<file path="src/rtl/iter_alu_pkg.sv">
// Shared opcode and FSM state types for the iterative ALU.
package iter_alu_pkg;

   typedef enum logic [2:0] {
      OP_PAR     = 3'b000,
      OP_SHL     = 3'b001,
      OP_SHR     = 3'b010,
      OP_CMP     = 3'b011,
      OP_HALFSET = 3'b100,
      OP_AND     = 3'b101,
      OP_MUL     = 3'b110,
      OP_ADD     = 3'b111
   } alu_op_t;

   typedef enum logic {
      IDLE = 1'b0,
      RUN  = 1'b1
   } state_t;

endpackage

</file>
<file path="src/rtl/iter_alu_single.sv">
// Combinational evaluation of the ops that complete in the start cycle.
// Shift opcodes fall through to a pass-through of A, which is exactly the
// result required for a zero-amount shift.
module alu_single
   import iter_alu_pkg::*;
#(
   parameter int W = 8
) (
   input  alu_op_t          i_op,
   input  logic [W-1:0]     i_a,
   input  logic [W-1:0]     i_b,
   input  logic [W-1:0]     i_in0,
   input  logic [W/2-1:0]   i_immed,
   input  logic             i_sc_in,
   output logic [W-1:0]     o_rslt,
   output logic             o_sc_o,
   output logic             o_notequal,
   output logic             o_lessthan
);

   logic [W:0] w_sum;

   assign w_sum = {1'b0, i_a} + {1'b0, i_b} + {{W{1'b0}}, i_sc_in};

   // Result and flag selection; unproduced flags default to 0.
   always_comb begin
      o_rslt     = i_a;
      o_sc_o     = 1'b0;
      o_notequal = 1'b0;
      o_lessthan = 1'b0;
      case (i_op)
         OP_PAR:     o_rslt = {{(W-1){1'b0}}, ^i_a};
         OP_CMP: begin
            o_rslt     = '0;
            o_notequal = (i_a != i_b);
            o_lessthan = (i_a < i_b);
         end
         OP_HALFSET: o_rslt = {i_in0[W/2-1:0], i_immed};
         OP_AND:     o_rslt = i_a & i_b;
         OP_ADD:     {o_sc_o, o_rslt} = w_sum;
         default:    o_rslt = i_a;
      endcase
   end

endmodule

</file>
<file path="src/rtl/iter_alu.sv">
// Multi-cycle ALU: single-cycle ops finish in the start cycle, shifts and
// shift-add multiply iterate one step per cycle while busy is high.
module iter_alu
   import iter_alu_pkg::*;
#(
   parameter int W    = 8,
   parameter int SH_W = $clog2(W) + 1
) (
   input  logic             i_clk,
   input  logic             i_reset,
   input  logic             i_start,
   input  logic [2:0]       i_op,
   input  logic [W-1:0]     i_in_a,
   input  logic [W-1:0]     i_in_b,
   input  logic [W-1:0]     i_in_0,
   input  logic [W/2-1:0]   i_immed,
   input  logic             i_sc_in,
   output logic             o_busy,
   output logic             o_done,
   output logic [W-1:0]     o_rslt,
   output logic             o_sc_o,
   output logic             o_notequal,
   output logic             o_lessthan
);

   localparam logic [SH_W-1:0] W_SH = SH_W'(W);

   state_t              r_state, w_state_next;
   alu_op_t             r_op;
   logic [SH_W-1:0]     r_count;
   logic [W-1:0]        r_a;       // shift register for SHL/SHR
   logic [W-1:0]        r_b;       // multiplier, consumed LSB first
   logic [2*W-1:0]      r_mcand;   // multiplicand, moves left each step
   logic [2*W-1:0]      r_acc;     // partial product
   logic                r_fill;
   logic                r_done;
   logic [W-1:0]        r_rslt;
   logic                r_sc_o, r_notequal, r_lessthan;

   alu_op_t             w_op;
   logic [SH_W-1:0]     w_k_raw, w_k;
   logic                w_is_shift, w_launch, w_last;
   logic [W-1:0]        w_sh_val;
   logic                w_sh_out;
   logic [2*W-1:0]      w_acc_next;
   logic [W-1:0]        w_s_rslt;
   logic                w_s_sc_o, w_s_ne, w_s_lt;

   assign w_op       = alu_op_t'(i_op);
   assign w_k_raw    = i_in_b[SH_W-1:0];
   assign w_k        = (w_k_raw > W_SH) ? W_SH : w_k_raw;
   assign w_is_shift = (w_op == OP_SHL) || (w_op == OP_SHR);
   assign w_launch   = (w_op == OP_MUL) || (w_is_shift && (w_k != '0));
   assign w_last     = (r_count == SH_W'(1));
   assign w_acc_next = r_acc + (r_b[0] ? r_mcand : '0);

   alu_single #(.W(W)) u_single (
      .i_op       (w_op),
      .i_a        (i_in_a),
      .i_b        (i_in_b),
      .i_in0      (i_in_0),
      .i_immed    (i_immed),
      .i_sc_in    (i_sc_in),
      .o_rslt     (w_s_rslt),
      .o_sc_o     (w_s_sc_o),
      .o_notequal (w_s_ne),
      .o_lessthan (w_s_lt)
   );

   // One shift step in the latched direction, shifting in the latched fill.
   always_comb begin
      w_sh_val = {r_a[W-2:0], r_fill};
      w_sh_out = r_a[W-1];
      if (r_op == OP_SHR) begin
         w_sh_val = {r_fill, r_a[W-1:1]};
         w_sh_out = r_a[0];
      end
   end

   // State register.
   always_ff @(posedge i_clk) begin
      if (i_reset) r_state <= IDLE;
      else         r_state <= w_state_next;
   end

   // Next-state: launch iterative ops from IDLE, return after the last step.
   always_comb begin
      w_state_next = r_state;
      case (r_state)
         IDLE:    if (i_start && w_launch) w_state_next = RUN;
         RUN:     if (w_last)              w_state_next = IDLE;
         default: w_state_next = IDLE;
      endcase
   end

   // FSM outputs.
   always_comb begin
      o_busy = (r_state == RUN);
   end

   // Operand capture, iteration datapath and result registers.
   always_ff @(posedge i_clk) begin
      if (i_reset) begin
         r_op       <= OP_PAR;
         r_count    <= '0;
         r_a        <= '0;
         r_b        <= '0;
         r_mcand    <= '0;
         r_acc      <= '0;
         r_fill     <= 1'b0;
         r_done     <= 1'b0;
         r_rslt     <= '0;
         r_sc_o     <= 1'b0;
         r_notequal <= 1'b0;
         r_lessthan <= 1'b0;
      end else begin
         r_done <= 1'b0;
         if (r_state == IDLE) begin
            if (i_start) begin
               r_op    <= w_op;
               r_a     <= i_in_a;
               r_b     <= i_in_b;
               r_mcand <= {{W{1'b0}}, i_in_a};
               r_acc   <= '0;
               r_fill  <= i_sc_in;
               if (w_launch) begin
                  r_count <= (w_op == OP_MUL) ? W_SH : w_k;
               end else begin
                  r_rslt     <= w_s_rslt;
                  r_sc_o     <= w_s_sc_o;
                  r_notequal <= w_s_ne;
                  r_lessthan <= w_s_lt;
                  r_done     <= 1'b1;
               end
            end
         end else begin
            r_count <= r_count - SH_W'(1);
            if (r_op == OP_MUL) begin
               r_acc   <= w_acc_next;
               r_mcand <= r_mcand << 1;
               r_b     <= r_b >> 1;
            end else begin
               r_a <= w_sh_val;
            end
            if (w_last) begin
               r_done     <= 1'b1;
               r_notequal <= 1'b0;
               r_lessthan <= 1'b0;
               if (r_op == OP_MUL) begin
                  r_rslt <= w_acc_next[W-1:0];
                  r_sc_o <= |w_acc_next[2*W-1:W];
               end else begin
                  r_rslt <= w_sh_val;
                  r_sc_o <= w_sh_out;
               end
            end
         end
      end
   end

   assign o_done     = r_done;
   assign o_rslt     = r_rslt;
   assign o_sc_o     = r_sc_o;
   assign o_notequal = r_notequal;
   assign o_lessthan = r_lessthan;

endmodule

</file>
<file path="config.mk">
export PLATFORM = sky130hd
export DESIGN_NAME = iter_alu
export DESIGN_NICKNAME = d
export VERILOG_FILES = /design/src/rtl/iter_alu_pkg.sv /design/src/rtl/iter_alu_single.sv /design/src/rtl/iter_alu.sv
export SDC_FILE = /design/constraint.sdc
export NUM_CORES = 1
export LEC_CHECK = 0
export CAP_MARGIN = 20
export CORE_UTILIZATION = 55
export DETAILED_ROUTE_END_ITERATION = 10
export HOLD_SLACK_MARGIN = 0.1
export PLACE_DENSITY = 0.76
export SLEW_MARGIN = 20
export SYNTH_ARGS = -nofsm -noshare
export SYNTH_HDL_FRONTEND = slang
export SYNTH_SLANG_ARGS = --single-unit
</file>
<file path="constraint.sdc">
create_clock -name i_clk -period 5.9 [get_ports i_clk]
set_input_delay 1.18 -clock i_clk [delete_from_list [all_inputs] [get_ports i_clk]]
set_output_delay 1.18 -clock i_clk [all_outputs]
set_load 0.05 [all_outputs]
</file>
==> flow_summary_export.csv, run 1 <==
group,metric,value,unit
die,die_x,93.35,um
routing,vias_per_cell,6.063,
cells_and_area,fin_cells,736,
clocking,cts_resized,0,
worst_hold_path,hp-class,"flop to flop",
routing,dr.pass1.iters,5,
timing,fmax,264.0,MHz
synth,synth.avg_cell_area,7.611,sq um
global_route,first_global_vias,4218,
synth,yosys_most_used_dff,"dfxtp_1",
routing,via_count,4462,
routing,drc,0,
placed_design,placed_area,5057,sq um
synth,syn_inst,603,
timing,timing.final.ws_setup,2.112,ns
synth,synth_seq_area_share,30.10,%
synth,synth_compound_area_share,26.12,%
clocking,postCtsSetupBuffers,0,
timing,period_share,64.20,%
synth,synth_area,4589,sq um
synth,synth_top_family_by_area,"compound AO/OA/AOI/OAI gates",
clocking,htree_levels,3,
pwr,p_leak,2.031,nW
outcome,outcome,"completed",
clocking,cts_buffer_depth,2,
pwr,pwr_density_cell,213.8,nW/um^2
clocking,cts_buffers,9,
cells_and_area,syn2layout_area_growth,13.79,%
clocking,path_clk_slew,0.08,ns
routing,routed_wl,12560,um
clocking,insertion_delay,0.35,ns
global_route,grt_pass1_wl,20740,um
timing,hold_viol_final,0,
synth,yosys.area_share.xor_xnor,5.153,%
die,initial_core_util,58.19,%
die,die_area,8713,sq um
timing,drv_slew,0,
die,core_area,7888,sq um
die,die_y,93.35,um
placed_design,dp.cells,721,
routing,ant_nets,0,
worst_setup_path,slowest_delay,0.71,ns
synth,synthArstFlopShare,0,%
timing,tns,0,ns
worst_setup_path,critPathLaunchType,"input pin",
global_route,grt_max_degree,70,
timing,clock_skew,0.01221,ns
timing,setup_viol_count_final,0,
clocking,cts_root_buffer,"clkbuf_8",
placed_design,dp_hpwl,8982,um
routing,drt_iter0_markers,380,
synth,yosysWarnings,0,
cells_and_area,n_antenna_cell,0,
placed_design,dp_slack,1.848,ns
timing,fin_crit,3.788,ns
worst_setup_path,cp_cell_sequence,"clkdlybuf4s50_1, fa_1, inv_1, fa_1, o21bai_1, a21oi_1, o21bai_1, a21oi_1, o21ai_0, o2111ai_1, a21o_1, a41oi_1",
clocking,numClockSinks,69,
synth,netlist.area_leader.share,30.10,%
timing,worst_slew_pin_slew,1.037,ns
die,rows,32,
global_route,grt_overflow,0,
worst_setup_path,crit_type,"input pin to flop",
synth,synthAdderAreaFrac,10.31,%
worst_setup_path,cpLargestDelayFamily,"compound AO/OA/AOI/OAI gates",
synth,ys_ff_latch,69,
synth,ys_types,57,
run,maxCapViolCount,0,
global_route,antenna_found_initial,0,
worst_setup_path,worst-path-buf-inv,2,
worst_setup_path,ff2ff_setup_slack,2.83,ns
global_route,grt_usage,30.61,%
timing,slew_headroom,30.60,%
pwr,peakVddDrop,0.1757,mV
timing,rsz0062_at_grt,"false",
cells_and_area,post-route-cell-area,5223,sq um
cells_and_area,layout-drive-gt1-share,5.363,%
routing,post_drt_wl_per_cell,17.06,um
die,pin_count,48,
placed_design,placement.io_buffers,43,
synth,synthTopCellsByArea,"dfxtp_1, ha_1, a21oi_1, nand2_1, nor2_1",
clocking,cts_hold_buf,0,
clocking,tritoncts,"done",
worst_setup_path,slowest_stage,"clkdlybuf4s50_1",
synth,synth-simple-area-share,21.02,%
worst_setup_path,crit_fanout,6,
placed_design,place.gp.congestion,0.9826,
cells_and_area,nets,701,
worst_setup_path,crit_arrival,4.06,ns
synth,synth_edf_count,0,
synth,muxShareOfSynthArea,2.617,%
worst_setup_path,end_kind,"flop",
synth,synth_fp_nets,674,
worst_setup_path,cp_data_required_time,6.17,ns
synth,yosys.area.top_type,"dfxtp_1",
-- tightest hold or removal path, stage by stage (launching register included) --
cell     delay, ns
dfxtp_1       0.31
nand2_1       0.05
a21oi_1       0.05
-- through the flow --
| step | power [W] | hold slack (ns) | utilization [%] |
|---|---|---|---|
| 6_report | 0.001116 | 0.4558 | 66.21 |
| 5_1_grt | 0.001168 | 0.4877 | 66.21 |
| 4_1_cts | 0.001115 | 0.4589 | 66.21 |
| 3_5_place_dp | 0.0007780 | 0.4477 | 64.12 |
| 3_3_place_gp | 0.0007711 | 0.4418 | 64.12 |
| 2_1_floorplan | 0.0006910 | 0.4360 | - |
-- per-layer routing --
metal / vias to the layer above / share of wire (%) / GRT usage (%)
met2: 147 / 48 / 52.02
met1: 2094 / 45 / 39.24
met4: 0 / 1.7 / 9.359
met3: 18 / 5.2 / 5.610
met5: - / 0 / 0
li1: 2203 / - / -
-- area by class of cell --
type | instances | area [sq um]
multi-input combinational | 479 | 2995
fill | 699 | 2665
sequential | 69 | 1381
timing repair buffer | 49 | 470.5
tap | 102 | 127.6
clock buffer | 9 | 123.9
inverter | 22 | 82.58
clock inverter | 6 | 41.29
-- final timing paths --
| path | cells after the start | startpoint | endpoint |
|---|---|---|---|
| max | 12 | i_in_b[0] | o_sc_o |
| min | 2 | o_lessthan | o_lessthan |
| max reg2reg | 11 | r_b[0] | r_acc[14] |
| min reg2reg | 2 | o_lessthan | o_lessthan |
-- sequential cells by signal, indices dropped and copies added (netlist names), 3 cells and up --
signal,cells
r_b,8
r_acc,16
r_a,8
o_rslt,8
r_mcand,16
r_count,4
r_op,3
-- cell usage after synthesis, types with 2 or more instances --
cell type and number:
a311oi_1 2, nor4_1 2, nor2_1 64, o21ai_0 13, a221oi_2 2, a22o_1 2
ha_1 33, a21o_1 6, o22ai_1 3, a211o_1 2, inv_1 17, a31o_1 2
xnor2_1 20, a221oi_1 3, o211ai_1 10, o21bai_1 4, and2_1 15, a21oi_1 79
buf_2 7, inv_2 4, o21a_1 2, o31ai_1 2, nand3b_1 2, nand2_1 77
clkbuf_1 24, mux2i_1 12, or4_1 2, o2111ai_1 2, nor2b_1 4, o21ai_1 7
dfxtp_1 69, nand3_1 23, a31oi_1 10, a211oi_1 17, xor2_1 7, nor3_1 11
nand4_1 3, nand2b_1 6, fa_1 3, buf_1 2, and3_1 2, a22oi_1 11
-- report_power, final --
group / switching (W) / internal, W / total, W
registers: 0.0000182 / 0.000490 / 0.000508
clock network: 0.000196 / 0.000149 / 0.000345
logic: 0.000162 / 0.000101 / 0.000264
-- kinds of logic after synthesis --
kind of cell             after synthesis
AND/OR/NAND/NOR                      216
adder cells (fa/ha/maj)               36
AO/OA/AOI/OAI                        188
flip-flops                            69
XOR/XNOR                              27
multiplexers                          12
buffers and inverters                 55
-- cells in the final DEF, fill, tap and decap left out, types with 3 or more instances in the layout --
master	count
a31oi_1	10
buf_4	6
fa_1	3
nand2_1	77
a22oi_1	11
clkdlybuf4s50_1	42
ha_1	33
clkinvlp_4	3
and2_1	15
a21o_1	6
clkbuf_8	9
xnor2_1	20
o21ai_1	7
nor2_1	63
nand4_1	3
o21ai_0	13
o22ai_1	3
o21bai_1	4
xor2_1	7
nand3_1	23
a21oi_1	79
nor2b_1	4
mux2i_1	12
dfxtp_1	69
a221oi_1	3
nor3_1	11
inv_1	17
a211oi_1	17
o211ai_1	10
inv_2	4
nand2b_1	6
Power figures use the tool's default switching activity.
==> inputs of run 2 (changes only) <==
--- a/config.mk
+++ b/config.mk
@@ -6,10 +6,10 @@
 export NUM_CORES = 1
 export LEC_CHECK = 0
 export CAP_MARGIN = 20
-export CORE_UTILIZATION = 55
+export CORE_UTILIZATION = 52
 export DETAILED_ROUTE_END_ITERATION = 10
 export HOLD_SLACK_MARGIN = 0.1
-export PLACE_DENSITY = 0.76
+export PLACE_DENSITY = 0.75
 export SLEW_MARGIN = 20
 export SYNTH_ARGS = -nofsm -noshare
 export SYNTH_HDL_FRONTEND = slang
==> constraint.sdc (replaced) <==
create_clock -name i_clk -period 3.4 [get_ports i_clk]
set_input_delay 0.68 -clock i_clk [delete_from_list [all_inputs] [get_ports i_clk]]
set_output_delay 0.68 -clock i_clk [all_outputs]
set_load 0.05 [all_outputs]
==> run 2 against run 1 <==
Net effect: power increased by 86%; sequential power grew 73%; first-iteration DRC count rose by 2.1%; largest power group unchanged; design area grew 2.9%; global-route usage is 0.19 points higher.
==> flow_summary_export.csv, run 2 (same netlist as run 1, synthesis figures left out) <==
group,metric,value,unit
routing,drc,0,
worst_setup_path,reg2reg_to,"r_acc[14]",
global_route,grt_use_met3,6.398,%
cells_and_area,nets,714,
global_route,first_global_vias,4119,
clocking,postCtsSetupBuffers,0,
cells_and_area,mostFrequentLayoutCells,"a21oi_1, nand2_1, dfxtp_1",
run,maxCapViolCount,0,
die,core_area,8382,sq um
outcome,outcome,"completed",
cells_and_area,top_regs,"r_acc x16, r_mcand x16",
routing,vias_per_cell,6.157,
worst_setup_path,cp_cell_sequence,"and2_1, ha_1, fa_1, a21o_1, a221oi_2, o31ai_1, a221oi_2, xor2_1, nor2_1, a31oi_1, nor2_1",
worst_setup_path,startpoint,"r_b[0]",
worst_setup_path,r2r-start,"r_b[0]",
routing,ant_nets,0,
die,initial_core_util,54.75,%
global_route,grt_max_degree,69,
worst_setup_path,cp-endpoint,"r_acc[14]",
placed_design,place.gp.congestion,0.9291,
worst_setup_path,cp_data_required_time,3.62,ns
clocking,numClockSinks,69,
routing,post_drt_wl_per_cell,17.62,um
worst_setup_path,slowest_stage,"dfxtp_1",
worst_setup_path,crit_type,"flop to flop",
cells_and_area,n_antenna_cell,0,
worst_setup_path,ff2ff_setup_slack,0.31,ns
routing,dr.pass1.iters,5,
cells_and_area,layout-drive-gt1-share,7.562,%
worst_setup_path,worst-path-buf-inv,0,
clocking,cts_buffers,9,
global_route,busiest_layer,"met2",
global_route,grt_usage,30.80,%
worst_setup_path,critPathLaunchType,"flop",
routing,routed_wl,13270,um
worst_setup_path,cpLargestDelayFamily,"compound AO/OA/AOI/OAI gates",
global_route,antenna_found_initial,0,
global_route,use_met2,46.79,%
global_route,grt_overflow,0,
global_route,grt_pass1_wl,21270,um
global_route,grtUsageMet1,43.10,%
worst_setup_path,crit_arrival,3.31,ns
worst_setup_path,slowest_delay,0.48,ns
worst_hold_path,hold_path_depth,2,
clocking,cts_resized,0,
placed_design,placed_area,5159,sq um
routing,drt_iter0_markers,388,
timing,fmax,323.8,MHz
pwr,peakVddDrop,0.3893,mV
timing,setup_viol_count_final,0,
worst_setup_path,cp.depth,11,
worst_setup_path,end_kind,"flop",
pwr,p_leak,2.119,nW
clocking,htree_levels,3,
worst_setup_path,reg2regPathDepth,11,
clocking,insertion_delay,0.36,ns
timing,tns,0,ns
worst_setup_path,crit_fanout,17,
timing,worst_slew_pin_slew,1.087,ns
timing,slew_headroom,27.28,%
timing,rsz0062_at_grt,"false",
timing,hold_viol_final,0,
timing,period_share,90.82,%
clocking,cts_buffer_depth,2,
die,die_y,95.95,um
timing,fin_crit,3.088,ns
timing,drv_slew,0,
worst_hold_path,hp-class,"flop to flop",
placed_design,placement.io_buffers,43,
clocking,path_clk_slew,0.09,ns
clocking,cts_hold_buf,0,
cells_and_area,final_common_cell,"a21oi_1",
placed_design,dp_hpwl,9936,um
routing,via_count,4636,
pwr,pwr_density_cell,386.9,nW/um^2
cells_and_area,syn2layout_area_growth,17.07,%
die,rows,33,
clocking,tritoncts,"done",
cells_and_area,post-route-cell-area,5373,sq um
die,die_x,95.95,um
die,die_area,9205,sq um
timing,clock_skew,0.01370,ns
clocking,cts_root_buffer,"clkbuf_8",
die,pin_count,48,
-- run 2: changes by cell type in the layout (fill, tap and decap cells not counted) --
cell        before  now
a21oi_1         79   78
a21oi_2          0    1
buf_4            6   19
bufinv_16        0    1
clkbuf_8         9   11
clkinv_2         2    1
clkinvlp_4       3    2
-- run 2: stage by stage --
stage / util, % / power, W / setup slack (ns) / instances / hold WS (ns)
floorplan: - / 0.001199 / 0.8893 / 603 / 0.4360
global placement: 61.55 / 0.001361 / 0.2370 / 737 / 0.4413
detailed placement: 61.55 / 0.001370 / 0.2160 / 737 / 0.4471
CTS: 64.05 / 0.002078 / 0.3471 / 753 / 0.4592
global route: 64.10 / 0.002157 / 0.04088 / 753 / 0.4726
finish: 64.10 / 0.002079 / 0.3121 / 753 / 0.4541
-- run 2: layout make-up --
class / count / area (sq um)
Clock inverter: 5 / 58.81
Sequential cell: 69 / 1381
Clock buffer: 11 / 151.4
Inverter: 22 / 82.58
Timing Repair Buffer: 62 / 568.0
Tap cell: 105 / 131.4
Multi-Input combinational cell: 479 / 2999
Fill cell: 767 / 3009
-- run 2: worst min-delay path by stage --
| stage | startpoint | endpoint | slack, ns |
|---|---|---|---|
| after global routing | o_lessthan | o_lessthan | 0.47 |
| final | o_notequal | o_notequal | 0.45 |
| after floorplan | r_b[1] | r_b[1] | 0.44 |
| after global placement | o_lessthan | o_lessthan | 0.44 |
| after CTS | r_b[2] | r_b[2] | 0.46 |
| after detailed placement | r_b[2] | r_b[2] | 0.45 |
-- run 2: where the power goes --
group / switching (W) / internal, W
Clock: 0.000340 / 0.000379
Combinational: 0.000291 / 0.000188
Sequential: 0.0000310 / 0.000850
Total: 0.000662 / 0.00142
-- run 2: worst min-delay path: stages (launching register included) --
cell     delay (ns)
dfxtp_1        0.31
nand2_1        0.05
a21oi_1        0.05
-- run 2: metal layers --
layer	routed length, um	part of all wire (%)
met1	5948	45
met2	5821	44
met3	1243	9.4
met4	250	1.9
met5	0	0
